$ cat src/rtl/ar_fifo_pkg.sv
// Shared types and constants for the AR arbiter and its FIFO-side payload.
// The AR request struct is packed MSB-first to match the 49-bit FIFO word.
package ar_fifo_pkg;

    localparam int NUM_MASTERS = 2;
    localparam int MASTER_ID_W = 4;
    localparam int SLAVE_ID_W  = 8;

    typedef struct packed {
        logic [SLAVE_ID_W-1:0] id;
        logic [31:0]           addr;
        logic [3:0]            len;
        logic [2:0]            size;
        logic [1:0]            burst;
    } ar_req_t;

    localparam int AR_REQ_W = $bits(ar_req_t);

    typedef enum logic {
        IDLE = 1'b0,
        PUSH = 1'b1
    } state_t;

endpackage

$ cat src/rtl/ar_fifo_arbiter_rr_arbiter2.sv
// Two-input round-robin grant: when both request, the one not granted last wins.
// Pure combinational; the caller owns the last-grant register.
module rr_arbiter2
    import ar_fifo_pkg::*;
(
    input  logic [NUM_MASTERS-1:0] i_req,
    input  logic                   i_last_grant,
    output logic [NUM_MASTERS-1:0] o_grant,
    output logic                   o_grant_idx,
    output logic                   o_valid
);

    always_comb begin
        o_grant_idx = 1'b0;
        o_valid     = |i_req;
        if (&i_req) begin
            o_grant_idx = ~i_last_grant;
        end else if (i_req[1]) begin
            o_grant_idx = 1'b1;
        end
        o_grant = 2'b00;
        if (o_valid) begin
            o_grant = o_grant_idx ? 2'b10 : 2'b01;
        end
    end

endmodule

$ cat src/rtl/ar_fifo_arbiter.sv
// Two-master AXI AR arbiter feeding the AR clock-crossing FIFO write side.
// One staging register, per-master outstanding-burst caps, round-robin grant.
//
// state | meaning
// IDLE  | staging empty, accept straight into staging
// PUSH  | staging full, pushing to FIFO; reload on the same drain cycle
module ar_fifo_arbiter
    import ar_fifo_pkg::*;
#(
    parameter int MAX_OUTSTANDING = 4,
    parameter int CNT_W           = $clog2(MAX_OUTSTANDING + 1)
) (
    input  logic                   clk,
    input  logic                   rst,
    input  logic [NUM_MASTERS-1:0] arvalid_m,
    output logic [NUM_MASTERS-1:0] arready_m,
    input  logic [MASTER_ID_W-1:0] arid_m0,
    input  logic [MASTER_ID_W-1:0] arid_m1,
    input  logic [31:0]            araddr_m0,
    input  logic [31:0]            araddr_m1,
    input  logic [3:0]             arlen_m0,
    input  logic [3:0]             arlen_m1,
    input  logic [2:0]             arsize_m0,
    input  logic [2:0]             arsize_m1,
    input  logic [1:0]             arburst_m0,
    input  logic [1:0]             arburst_m1,
    output logic                   fifo_wpush,
    output logic [AR_REQ_W-1:0]    fifo_wdata,
    input  logic                   fifo_wfull,
    input  logic                   rdone,
    input  logic                   rdone_master,
    output logic                   busy
);

    state_t                   r_state;
    state_t                   w_state_nxt;
    ar_req_t                  r_stage;
    ar_req_t                  w_win_req;
    logic                     r_last_grant;
    logic [CNT_W-1:0]         r_cnt [NUM_MASTERS];

    logic [NUM_MASTERS-1:0]   w_elig;
    logic [NUM_MASTERS-1:0]   w_grant;
    logic                     w_grant_idx;
    logic                     w_any;
    logic                     w_accept;
    logic                     w_drain;
    logic [NUM_MASTERS-1:0]   w_inc;
    logic [NUM_MASTERS-1:0]   w_dec;

    always_comb begin
        w_elig = '0;
        for (int i = 0; i < NUM_MASTERS; i++) begin
            w_elig[i] = arvalid_m[i] && (r_cnt[i] < CNT_W'(MAX_OUTSTANDING));
        end
    end

    rr_arbiter2 u_rr (
        .i_req        (w_elig),
        .i_last_grant (r_last_grant),
        .o_grant      (w_grant),
        .o_grant_idx  (w_grant_idx),
        .o_valid      (w_any)
    );

    always_comb begin
        w_state_nxt = r_state;
        w_accept    = 1'b0;
        w_drain     = 1'b0;
        case (r_state)
            IDLE: begin
                w_accept = w_any;
                if (w_accept) begin
                    w_state_nxt = PUSH;
                end
            end
            PUSH: begin
                w_drain  = ~fifo_wfull;
                w_accept = w_drain && w_any;
                if (w_drain && !w_accept) begin
                    w_state_nxt = IDLE;
                end
            end
            default: w_state_nxt = IDLE;
        endcase
    end

    // Upper ID bits carry the master index so the R path can route responses back.
    always_comb begin
        w_win_req = '0;
        if (w_grant_idx) begin
            w_win_req.id    = {3'b000, 1'b1, arid_m1};
            w_win_req.addr  = araddr_m1;
            w_win_req.len   = arlen_m1;
            w_win_req.size  = arsize_m1;
            w_win_req.burst = arburst_m1;
        end else begin
            w_win_req.id    = {3'b000, 1'b0, arid_m0};
            w_win_req.addr  = araddr_m0;
            w_win_req.len   = arlen_m0;
            w_win_req.size  = arsize_m0;
            w_win_req.burst = arburst_m0;
        end
    end

    always_comb begin
        w_inc = '0;
        w_dec = '0;
        for (int i = 0; i < NUM_MASTERS; i++) begin
            w_inc[i] = w_accept && (w_grant_idx == 1'(i));
            w_dec[i] = rdone && (rdone_master == 1'(i));
        end
    end

    always_ff @(posedge clk) begin
        if (rst) begin
            r_state      <= IDLE;
            r_stage      <= '0;
            r_last_grant <= 1'b1;
            for (int i = 0; i < NUM_MASTERS; i++) begin
                r_cnt[i] <= '0;
            end
        end else begin
            r_state <= w_state_nxt;
            if (w_accept) begin
                r_stage      <= w_win_req;
                r_last_grant <= w_grant_idx;
            end
            // Simultaneous accept and completion leave the count unchanged; underflow saturates.
            for (int i = 0; i < NUM_MASTERS; i++) begin
                if (w_inc[i] && !w_dec[i]) begin
                    r_cnt[i] <= r_cnt[i] + 1'b1;
                end else if (w_dec[i] && !w_inc[i] && (r_cnt[i] != '0)) begin
                    r_cnt[i] <= r_cnt[i] - 1'b1;
                end
            end
        end
    end

    assign arready_m  = w_accept ? w_grant : '0;
    assign fifo_wpush = (r_state == PUSH);
    assign busy       = (r_state == PUSH);
    assign fifo_wdata = fifo_wpush ? r_stage : '0;

`ifndef SYNTHESIS
    always @(posedge clk) begin
        if (!rst) begin
            for (int i = 0; i < NUM_MASTERS; i++) begin
                assert (!(w_dec[i] && !w_inc[i] && (r_cnt[i] == '0)))
                    else $error("ar_fifo_arbiter: rdone for master %0d with no bursts outstanding", i);
            end
        end
    end
`endif

endmodule

$ cat config.mk
export PLATFORM = sky130hd
export DESIGN_NAME = ar_fifo_arbiter
export DESIGN_NICKNAME = d
export VERILOG_FILES = /design/src/rtl/ar_fifo_pkg.sv /design/src/rtl/ar_fifo_arbiter_rr_arbiter2.sv /design/src/rtl/ar_fifo_arbiter.sv
export SDC_FILE = /design/constraint.sdc
export NUM_CORES = 1
export LEC_CHECK = 0
export BUFFER_PORTS_ARGS = -buffer_cell sky130_fd_sc_hd__buf_2
export CAP_MARGIN = 10
export CORE_MARGIN = 4
export CORE_UTILIZATION = 40
export DETAILED_ROUTE_END_ITERATION = 16
export GPL_TIMING_DRIVEN = 0
export MAX_ROUTING_LAYER = met4
export PLACE_DENSITY = 0.79
export SLEW_MARGIN = 20
export SYNTH_ARGS = -nofsm -noshare
export SYNTH_HDL_FRONTEND = slang
export SYNTH_SLANG_ARGS = --single-unit
$ cat constraint.sdc
create_clock -name clk -period 2.47 [get_ports clk]
set_clock_uncertainty 0.05 [all_clocks]
set_input_delay 0.494 -clock clk [delete_from_list [all_inputs] [get_ports clk]]
set_output_delay 0.494 -clock clk [all_outputs]
set_load 0.05 [all_outputs]
==> out/qor.log, run 1 <==
[timing] setup repair after global routing missed its margin false
[logic_synthesis] largest area contributor in the netlist dfxtp_1
[placement] final RePlAce weighted congestion 0.810
[global_routing] pin count of the biggest net entering global routing 17
[logic_synthesis] Avg Cell Area, Syn 9.44 um2
[setup_path] critical path class reg -> reg
[cells_and_area] most common library cell in the layout ignoring fill and taps buf_2
[logic_synthesis] Post-synth EDFFs 6
[timing] final critical-path required period 2400 ps
[outcome] status finished, final reports clean
[timing] Final Hold Violating Endpoints 0
[setup_path] worst stage delay on the critical path 470 ps
[worst_hold_path] Hold Crit Depth 3
[die] die area 7840 um2
[logic_synthesis] dominant register cell in the synthesized netlist dfxtp_1
[drt] routed length per instance 15.5 um
[drt] 1st-pass router iterations 8
[global_routing] overall global routing resource usage 0.202
[timing] maximum clock frequency 0.416 GHz
[timing] final critical-path share of the clock period 0.973
[setup_path] cell chain of the critical path or3b_1, a311o_1, fa_1, xor2_1, xnor2_1, nor2_1
[logic_synthesis] flop and latch count out of synthesis 54
[timing] worst path setup slack after routing 67.5 ps
[global_routing] via count of the first global-routing pass 2641
[logic_synthesis] largest family of logic cells by synthesized area simple AND/OR/NAND/NOR gates
[logic_synthesis] unique cell type count in the Yosys netlist 38
[timing] Max-slew headroom 0.655
[timing] transition time at the pin with the least slew margin 517 ps
[setup_path] Critical Path RT 2480 ps
[placement] count of input and output buffers 145
[placement] Detailed Place HPWL 5970 um
[power] leakage power figure 1.75 nW
[drt] vias per std cell 5.32
[drt] ANT nets after route 0
[cells_and_area] fraction of layout instances using a drive strength above 1 0.411
[clock_tree] Clk Tree Root Cell clkbuf_8
[setup_path] maximum fanout count along the critical path 5
[cells_and_area] area grow syn2layout 37.2%
[clock_tree] CTS tree built
[cells_and_area] nets 531
[die] die outline height 88.6 um
[logic_synthesis] compound-cell area share of the yosys netlist 0.219
[worst_hold_path] origin of the worst min-delay path araddr_m1[26]
[setup_path] critical path's slowest cell edfxtp_1
[clock_tree] Reg clk slew, reported paths 90 ps
[cells_and_area] number of inserted diodes 0
[logic_synthesis] parity-gate share of the synthesized area counting xor and xnor cells 0.00675
[setup_path] data arrival time at the worst-slack endpoint 2420 ps
[power] sum of internal, switching and leakage power 2.54 mW
[logic_synthesis] cell types with the largest area share after synthesis dfxtp_1 37%, a222oi_1 17%, and2_1 11%
[global_routing] first-pass GRT wire length 12100 um
[logic_synthesis] sequential share of the synthesized area 0.440
[clock_tree] number of H-tree levels 2
[logic_synthesis] simple-gate area share of the yosys netlist 0.234
[clock_tree] maximum count of clock buffers along a single path 2
[worst_hold_path] Endpoint, Worst Hold r_stage[35]
[placement] setup slack at placement -46.7 ps
[global_routing] antenna violations before repair 0
[setup_path] worst reg-to-reg setup slack 70 ps
[die] Row Count 29
[power] total power divided by cell area 714 nW/um2
[cells_and_area] share of the core filled with cells 0.564
[setup_path] startpoint class of the critical path flop
[logic_synthesis] asr flop ratio synth 0
[logic_synthesis] yosys warns 0
[setup_path] beginning of the worst register-to-register path r_cnt[1][2]
[timing] number of endpoints failing setup at the final stage 0
[setup_path] logic depth of the worst register-to-register path 6
[logic_synthesis] Syn Std Cell Area 2600 um2
[drt] Residual DRC 0
[logic_synthesis] post-synthesis adder-cell area fraction 0.0222
[die] starting density of the core 0.411
[global_routing] total grt overflow 0
[drt] number of DRC violations after detailed-routing iteration 0 303
[logic_synthesis] mux contribution to synthesized area 0
[setup_path] capture instance of the worst register-to-register path r_cnt[0][2]
[die] die boundary width 88.6 um
[clock_tree] clk_lat worst skew 300 ps
[clock_tree] number of CTS-inserted buffers 5
[power] maximum ir drop on the vdd rail 0.349 mV
[cells_and_area] highest-count cells in the layout ignoring fill and taps 150 x buf_2, 50 x nor2_1, 48 x dfxtp_1
[timing] number of slew-limit violations in the final report 0
[logic_synthesis] Cells after Synth 275
[die] io pins 150
[die] Placeable Area 6310 um2
[setup_path] crit path capture type flop
[run] max-cap violation count 0
[drt] aggregate routed wire length 7880 um
[drt] vias post-DR 2705
[worst_hold_path] class of the tightest hold or removal check in -> reg
[logic_synthesis] area share of the largest cell type after synthesis 0.370
[clock_tree] CTS sink count 54
-- Yosys cell counts (all sizes together), types with 2 or more instances --
library cell   n
nor2          50
dfxtp         48
and2          47
a222oi        45
clkbuf        17
buf           14
inv            7
a21oi          6
edfxtp         6
ha             3
nand2          3
nand3          3
a21o           2
nand3b         2
nor2b          2
nor3           2
o21a           2
o21ai          2
or3b           2
-- layout make-up --
| type | count | area [um2] |
|---|---|---|
| Inverter | 7 | 31.3 |
| Multi-Input combinational cell | 185 | 1270 |
| Buffer | 30 | 171 |
| Timing Repair Buffer | 147 | 741 |
| Fill cell | 602 | 2750 |
| Sequential cell | 54 | 1140 |
| Clock buffer | 8 | 111 |
| Tap cell | 77 | 96.3 |
-- sequential cells by signal (all words and copies together) (netlist names) --
signal and count:
r_stage 46, busy 1, r_last_grant 1, r_cnt 6
-- metal layers --
metal,global-route usage,vias to the layer above,wire (um)
met1,0.246,1260,3300
met3,0.0298,6,585
li1,-,1320,-
met4,0.0687,0,76
met2,0.341,119,3910
met5,-,-,0
-- stage by stage --
step                area (um2)  hold WS (ps)  TNS, ps  std cells
floorplan                 2600           398        0        277
global placement          3430           417    -19.6        499
detailed placement        3430           428    -46.7        499
CTS                       3540           386        0        506
global route              3560           394        0        508
finish                    3560           396        0        508
-- worst max-delay path by stage --
stage / cells after the start / slack (ps) / start / end
global route: 6 / 6 / r_cnt[1][2] / r_cnt[0][2]
detailed placement: 7 / -50 / rst / r_cnt[0][2]
global placement: 7 / -20 / rst / r_cnt[0][2]
finish: 6 / 70 / r_cnt[1][2] / r_cnt[0][2]
floorplan: 7 / 100 / rst / r_cnt[0][2]
CTS: 5 / 40 / r_cnt[1][2] / arready_m[0]
-- report_power, final --
part | internal, mW | leakage, nW | switching (mW) | total (mW)
logic | 0.336 | 1.23 | 0.554 | 0.890
registers | 1.01 | 0.458 | 0.0691 | 1.08
clock network | 0.290 | 0.0566 | 0.279 | 0.569
total | 1.64 | 1.75 | 0.902 | 2.54
-- worst max-delay path: cells and delay by family (launching register included) --
family / cells / cell delay (ps)
XOR/XNOR: 2 / 320
AND/OR/NAND/NOR: 2 / 470
AO/OA/AOI/OAI: 1 / 460
flip-flops: 1 / 470
adder cells (fa/ha/maj): 1 / 400
-- timing repair --
item,CTS,global route
setup buffers,0,2
hold endpoints to repair,0,0
hold buffers,0,0
endpoints found under the setup margin,26,1
gates resized for setup,3,2
-- cells by family (layout without fill, tap and decap cells) --
family,after synthesis,in the layout
XOR/XNOR,2,2
AND/OR/NAND/NOR,115,115
AO/OA/AOI/OAI,61,61
other,1,3
adder cells (fa/ha/maj),4,4
buffers and inverters,38,192
flip-flops,54,54
Power figures use the tool's default switching activity.
==> inputs of run 2 (changes only) <==
--- a/config.mk
+++ b/config.mk
@@ -12,7 +12,7 @@
 export DETAILED_ROUTE_END_ITERATION = 16
 export GPL_TIMING_DRIVEN = 0
 export MAX_ROUTING_LAYER = met4
-export PLACE_DENSITY = 0.79
+export PLACE_DENSITY = 0.77
 export SLEW_MARGIN = 20
 export SYNTH_ARGS = -nofsm -noshare
 export SYNTH_HDL_FRONTEND = slang
==> out/qor.log, run 2 (synthesized netlist as in run 1, its figures left out) <==
[drt] vias per std cell 5.33
[cells_and_area] nets 529
[die] Row Count 29
[cells_and_area] area grow syn2layout 36.1%
[drt] metal1 wirelength 3150 um
[power] net switching power 0.896 mW
[cells_and_area] highest-count cells in the layout ignoring fill and taps 149 x buf_2, 50 x nor2_1, 48 x dfxtp_1
[drt] met3 routed WL 657 um
[power] internal power 1.60 mW
[clock_tree] CTS tree built
[drt] ANT nets after route 0
[die] starting density of the core 0.411
[placement] Detailed Place HPWL 5820 um
[die] die outline height 88.6 um
[setup_path] startpoint class of the critical path flop
[setup_path] worst stage delay on the critical path 470 ps
[placement] count of input and output buffers 145
[timing] final critical-path required period 2390 ps
[timing] number of slew-limit violations in the final report 0
[setup_path] crit path capture type output pin
[clock_tree] Reg clk slew, reported paths 90 ps
[clock_tree] maximum count of clock buffers along a single path 2
[timing] Max-slew headroom 0.654
[placement] total placed cells including tap cells 499
[power] share of total power in the clock network 0.215
[clock_tree] number of H-tree levels 2
[cells_and_area] number of flip-flops in the largest register 46
[drt] Residual DRC 0
[clock_tree] hold-fix buffers at CTS 0
[power] maximum ir drop on the vdd rail 0.281 mV
[die] Placeable Area 6310 um2
[power] part of the total power dissipated in sequential elements 0.434
[global_routing] antenna violations before repair 0
[cells_and_area] share of the core filled with cells 0.560
[drt] Highest Signal Layer met4
[clock_tree] Clk Tree Root Cell clkbuf_8
[timing] transition time at the pin with the least slew margin 520 ps
[power] Switching Fraction 0.359
[placement] total placed instance area 3430 um2
[cells_and_area] number of inserted diodes 0
[power] leakage power figure 1.73 nW
[power] sum of internal, switching and leakage power 2.50 mW
[die] io pins 150
[timing] setup repair after global routing missed its margin false
[cells_and_area] largest registers ranked by flip-flop count r_stage (46), r_cnt (6)
[setup_path] critical path's slowest cell edfxtp_1
[setup_path] data arrival time at the worst-slack endpoint 1850 ps
[timing] final critical-path share of the clock period 0.969
[clock_tree] clk_lat worst skew 300 ps
[clock_tree] number of CTS-inserted buffers 5
[power] total power divided by cell area 707 nW/um2
[clock_tree] Post-CTS Setup Inserts 0
[setup_path] critical path class reg -> out
[cells_and_area] number of standard cells in the layout, taps in and fillers out 506
[placement] final RePlAce weighted congestion 0.812
[global_routing] via count of the first global-routing pass 2595
[global_routing] total grt overflow 0
[cells_and_area] register ranked first by flip-flop count r_stage
[drt] number of DRC violations after detailed-routing iteration 0 274
[clock_tree] CTS sink count 54
[timing] maximum clock frequency 0.418 GHz
[power] combinational cell fraction of total power 0.352
[die] die area 7840 um2
[drt] routed length per instance 15.0 um
[timing] Final Hold Violating Endpoints 0
[setup_path] cell chain of the critical path or3b_1, nand3_1, inv_4, buf_6, clkbuf_4
[outcome] status finished, final reports clean
[setup_path] Critical Path RT 1930 ps
[cells_and_area] Non-Filler Cell Area, Final 3530 um2
[global_routing] pin count of the biggest net entering global routing 17
[drt] 1st-pass router iterations 5
[timing] Setup TNS Final 0 ps
[global_routing] first-pass GRT wire length 11700 um
[run] max-cap violation count 0
[timing] number of endpoints failing setup at the final stage 0
[cells_and_area] most common library cell in the layout ignoring fill and taps buf_2
[die] die boundary width 88.6 um
[global_routing] overall global routing resource usage 0.194
[worst_hold_path] class of the tightest hold or removal check in -> reg
[drt] sum of met2 wire segment lengths after detailed routing 3680 um
[cells_and_area] fraction of layout instances using a drive strength above 1 0.408
[drt] vias post-DR 2697
[drt] aggregate routed wire length 7590 um
[setup_path] maximum fanout count along the critical path 10
run 2: layout make-up:
class | instances | area [um2]
clock buffers | 6 | 93.8
plain buffers | 30 | 171
flip-flops and latches | 54 | 1140
well taps | 77 | 96.3
multi-input cells | 185 | 1260
inverters | 7 | 28.8
clock inverters | 2 | 10.0
fillers | 612 | 2780
repair buffers | 145 | 728
run 2: critical path: cells and delay by family (launching register included):
family | cells | cell delay, ps
buf+inv | 3 | 490
simple gates | 2 | 590
flops | 1 | 470
run 2: path summary, 6_finish.rpt:
kind / from / endpoint / slack [ps] / cells past startpoint
setup / recovery: r_cnt[1][2] / arready_m[0] / 80 / 5
hold / removal: araddr_m1[28] / r_stage[37] / 400 / 3
setup reg to reg: r_cnt[1][2] / r_cnt[0][2] / 80 / 6
hold reg to reg: r_stage[37] / r_stage[37] / 450 / 2
run 2: repair_timing:
item | in CTS | in global routing
resized for setup | 2 | 2
gates cloned | 0 | 0
endpoints found under the setup margin | 13 | 1
pin swaps | 0 | 0
run 2: stage by stage:
| stage | worst slack, ps | hold slack, ps |
|---|---|---|
| after global routing | 5.85 | 404 |
| after floorplan | 104 | 398 |
| final | 77.5 | 397 |
| after global placement | -19.8 | 415 |
| after detailed placement | -74.7 | 427 |
| after CTS | 34.8 | 392 |
run 2: metal layers:
| layer | vias to the layer above | GRT usage |
|---|---|---|
| li1 | 1316 | - |
| met1 | 1245 | 0.227 |
| met5 | - | - |
| met4 | 0 | 0.0591 |
| met3 | 8 | 0.0233 |
| met2 | 128 | 0.347 |
run 2: power by group through the flow:
stage | Combinational (mW) | Clock [mW] | Sequential, mW
after floorplan | 0.637 | 0 | 1.09
after global placement | 0.864 | 0 | 1.10
after detailed placement | 0.880 | 0 | 1.10
after CTS | 0.884 | 0.550 | 1.08
after global routing | 0.969 | 0.580 | 1.10
final | 0.879 | 0.536 | 1.08
==> inputs of run 3 (changes only) <==
--- a/config.mk
+++ b/config.mk
@@ -13,6 +13,7 @@
 export GPL_TIMING_DRIVEN = 0
 export MAX_ROUTING_LAYER = met4
 export PLACE_DENSITY = 0.77
+export SETUP_SLACK_MARGIN = 0.1
 export SLEW_MARGIN = 20
 export SYNTH_ARGS = -nofsm -noshare
 export SYNTH_HDL_FRONTEND = slang
==> out/qor.log, run 3 (synthesized netlist as in run 1, its figures left out) <==
[setup_path] Critical Path RT 1930 ps
[drt] 1st-pass router iterations 7
[drt] aggregate routed wire length 7590 um
[timing] worst slack on hold paths 400 ps
[run] max-cap violation count 0
[drt] Residual DRC 0
[drt] number of DRC violations after detailed-routing iteration 0 284
[cells_and_area] nets 530
[setup_path] startpoint class of the critical path flop
[cells_and_area] Non-Filler Cell Area, Final 3540 um2
[die] die area 7840 um2
[drt] vias per std cell 5.36
[cells_and_area] number of flip-flops in the largest register 46
[timing] Setup TNS Final 0 ps
[cells_and_area] number of inserted diodes 0
[setup_path] crit path capture type output pin
[global_routing] antenna violations before repair 0
[outcome] status finished, final reports clean
[timing] transition time at the pin with the least slew margin 519 ps
[timing] setup repair after global routing missed its margin true
[cells_and_area] register ranked first by flip-flop count r_stage
[drt] ANT nets after route 0
[die] starting density of the core 0.411
[timing] Final Hold Violating Endpoints 0
[cells_and_area] most common library cell in the layout ignoring fill and taps buf_2
[setup_path] Buf+Inv Stages, Crit Path 3
[timing] final critical-path share of the clock period 0.954
[clock_tree] Clk Tree Root Cell clkbuf_8
[power] total power divided by cell area 707 nW/um2
[clock_tree] CTS sink count 54
[drt] vias post-DR 2715
[global_routing] total grt overflow 0
[placement] final RePlAce weighted congestion 0.812
[power] maximum ir drop on the vdd rail 0.281 mV
[clock_tree] CTS tree built
[cells_and_area] highest-count cells in the layout ignoring fill and taps 149 x buf_2, 50 x nor2_1, 48 x dfxtp_1
[placement] count of input and output buffers 145
[die] die outline height 88.6 um
[timing] worst path setup slack after routing 113 ps
[cells_and_area] largest registers ranked by flip-flop count r_stage (46), r_cnt (6)
[cells_and_area] fill cell count 610
[clock_tree] maximum count of clock buffers along a single path 2
[power] leakage power figure 1.75 nW
[placement] total placed instance area 3430 um2
[die] Row Count 29
[global_routing] via count of the first global-routing pass 2595
[timing] number of endpoints failing setup at the final stage 0
[die] die boundary width 88.6 um
[setup_path] cell chain of the critical path or3b_1, nand3_1, inv_4, buf_6, buf_4
[cells_and_area] area grow syn2layout 36.5%
[placement] setup slack at placement -74.7 ps
[setup_path] maximum fanout count along the critical path 10
[clock_tree] number of H-tree levels 2
[clock_tree] number of CTS-inserted buffers 5
[timing] Max-slew headroom 0.654
[setup_path] worst stage delay on the critical path 460 ps
[timing] number of slew-limit violations in the final report 0
[clock_tree] Reg clk slew, reported paths 90 ps
[setup_path] CP delay by family, top simple AND/OR/NAND/NOR gates
[cells_and_area] fraction of layout instances using a drive strength above 1 0.414
[placement] Detailed Place HPWL 5820 um
[clock_tree] clk_lat worst skew 300 ps
[die] io pins 150
[setup_path] critical path class reg -> out
[setup_path] critical path's slowest cell edfxtp_1
[global_routing] first-pass GRT wire length 11700 um
[drt] routed length per instance 15.0 um
[global_routing] overall global routing resource usage 0.194
[timing] final critical-path required period 2360 ps
[worst_hold_path] class of the tightest hold or removal check in -> reg
[global_routing] pin count of the biggest net entering global routing 17
[setup_path] data arrival time at the worst-slack endpoint 1810 ps
[die] Placeable Area 6310 um2
[timing] maximum clock frequency 0.424 GHz
run 3: path summary, 6_finish.rpt:
path	cells after the start	end	slack, ps	from
setup / recovery	5	arready_m[0]	110	r_cnt[1][2]
hold / removal	3	r_stage[37]	400	araddr_m1[28]
setup reg to reg	6	r_cnt[0][2]	180	r_cnt[1][2]
hold reg to reg	2	r_stage[37]	450	r_stage[37]
run 3: worst register-to-register path, delay by kind of cell, from the launching register on:
kind	cells	cell delay [ps]
compound gates	1	370
simple gates	2	450
flops	1	460
xor+xnor	2	330
fa+ha+maj	1	400
run 3: final cells by class:
cell class / instances / area (um2) / share of cell area
Buffer: 30 / 174 / 0.0491
Clock inverter: 2 / 10.0 / 0.00282
Inverter: 7 / 28.8 / 0.00812
Multi-Input combinational cell: 185 / 1260 / 0.357
Tap cell: 77 / 96.3 / 0.0272
Timing Repair Buffer: 146 / 736 / 0.208
Clock buffer: 6 / 93.8 / 0.0265
Sequential cell: 54 / 1140 / 0.322
run 3: repair_timing:
item | CTS | global route
pin swaps | 0 | 1
resized for setup | 3 | 5
endpoints found under the setup margin | 43 | 21
hold buffers | 0 | 0
hold endpoints to repair | 0 | 0
buffers inserted | 0 | 1
run 3: metal layers:
layer | routed length, um | vias up | share of wire | track usage
li1 | - | 1316 | - | -
met1 | 3240 | 1274 | 0.43 | 0.227
met2 | 3670 | 119 | 0.48 | 0.347
met3 | 579 | 6 | 0.076 | 0.0233
met4 | 97 | 0 | 0.013 | 0.0591
met5 | 0 | - | 0 | -
run 3: power by group:
group / switching, mW / internal, mW
registers: 0.0681 / 1.01
logic: 0.551 / 0.338
clock network: 0.277 / 0.258
total: 0.896 / 1.61
run 3: metrics by stage:
step / utilization / cells / power (mW)
after detailed placement: 0.543 / 499 / 1.98
after floorplan: - / 277 / 1.72
after CTS: 0.559 / 506 / 2.52
after global placement: 0.543 / 499 / 1.96
final: 0.561 / 507 / 2.51
after global routing: 0.561 / 507 / 2.65
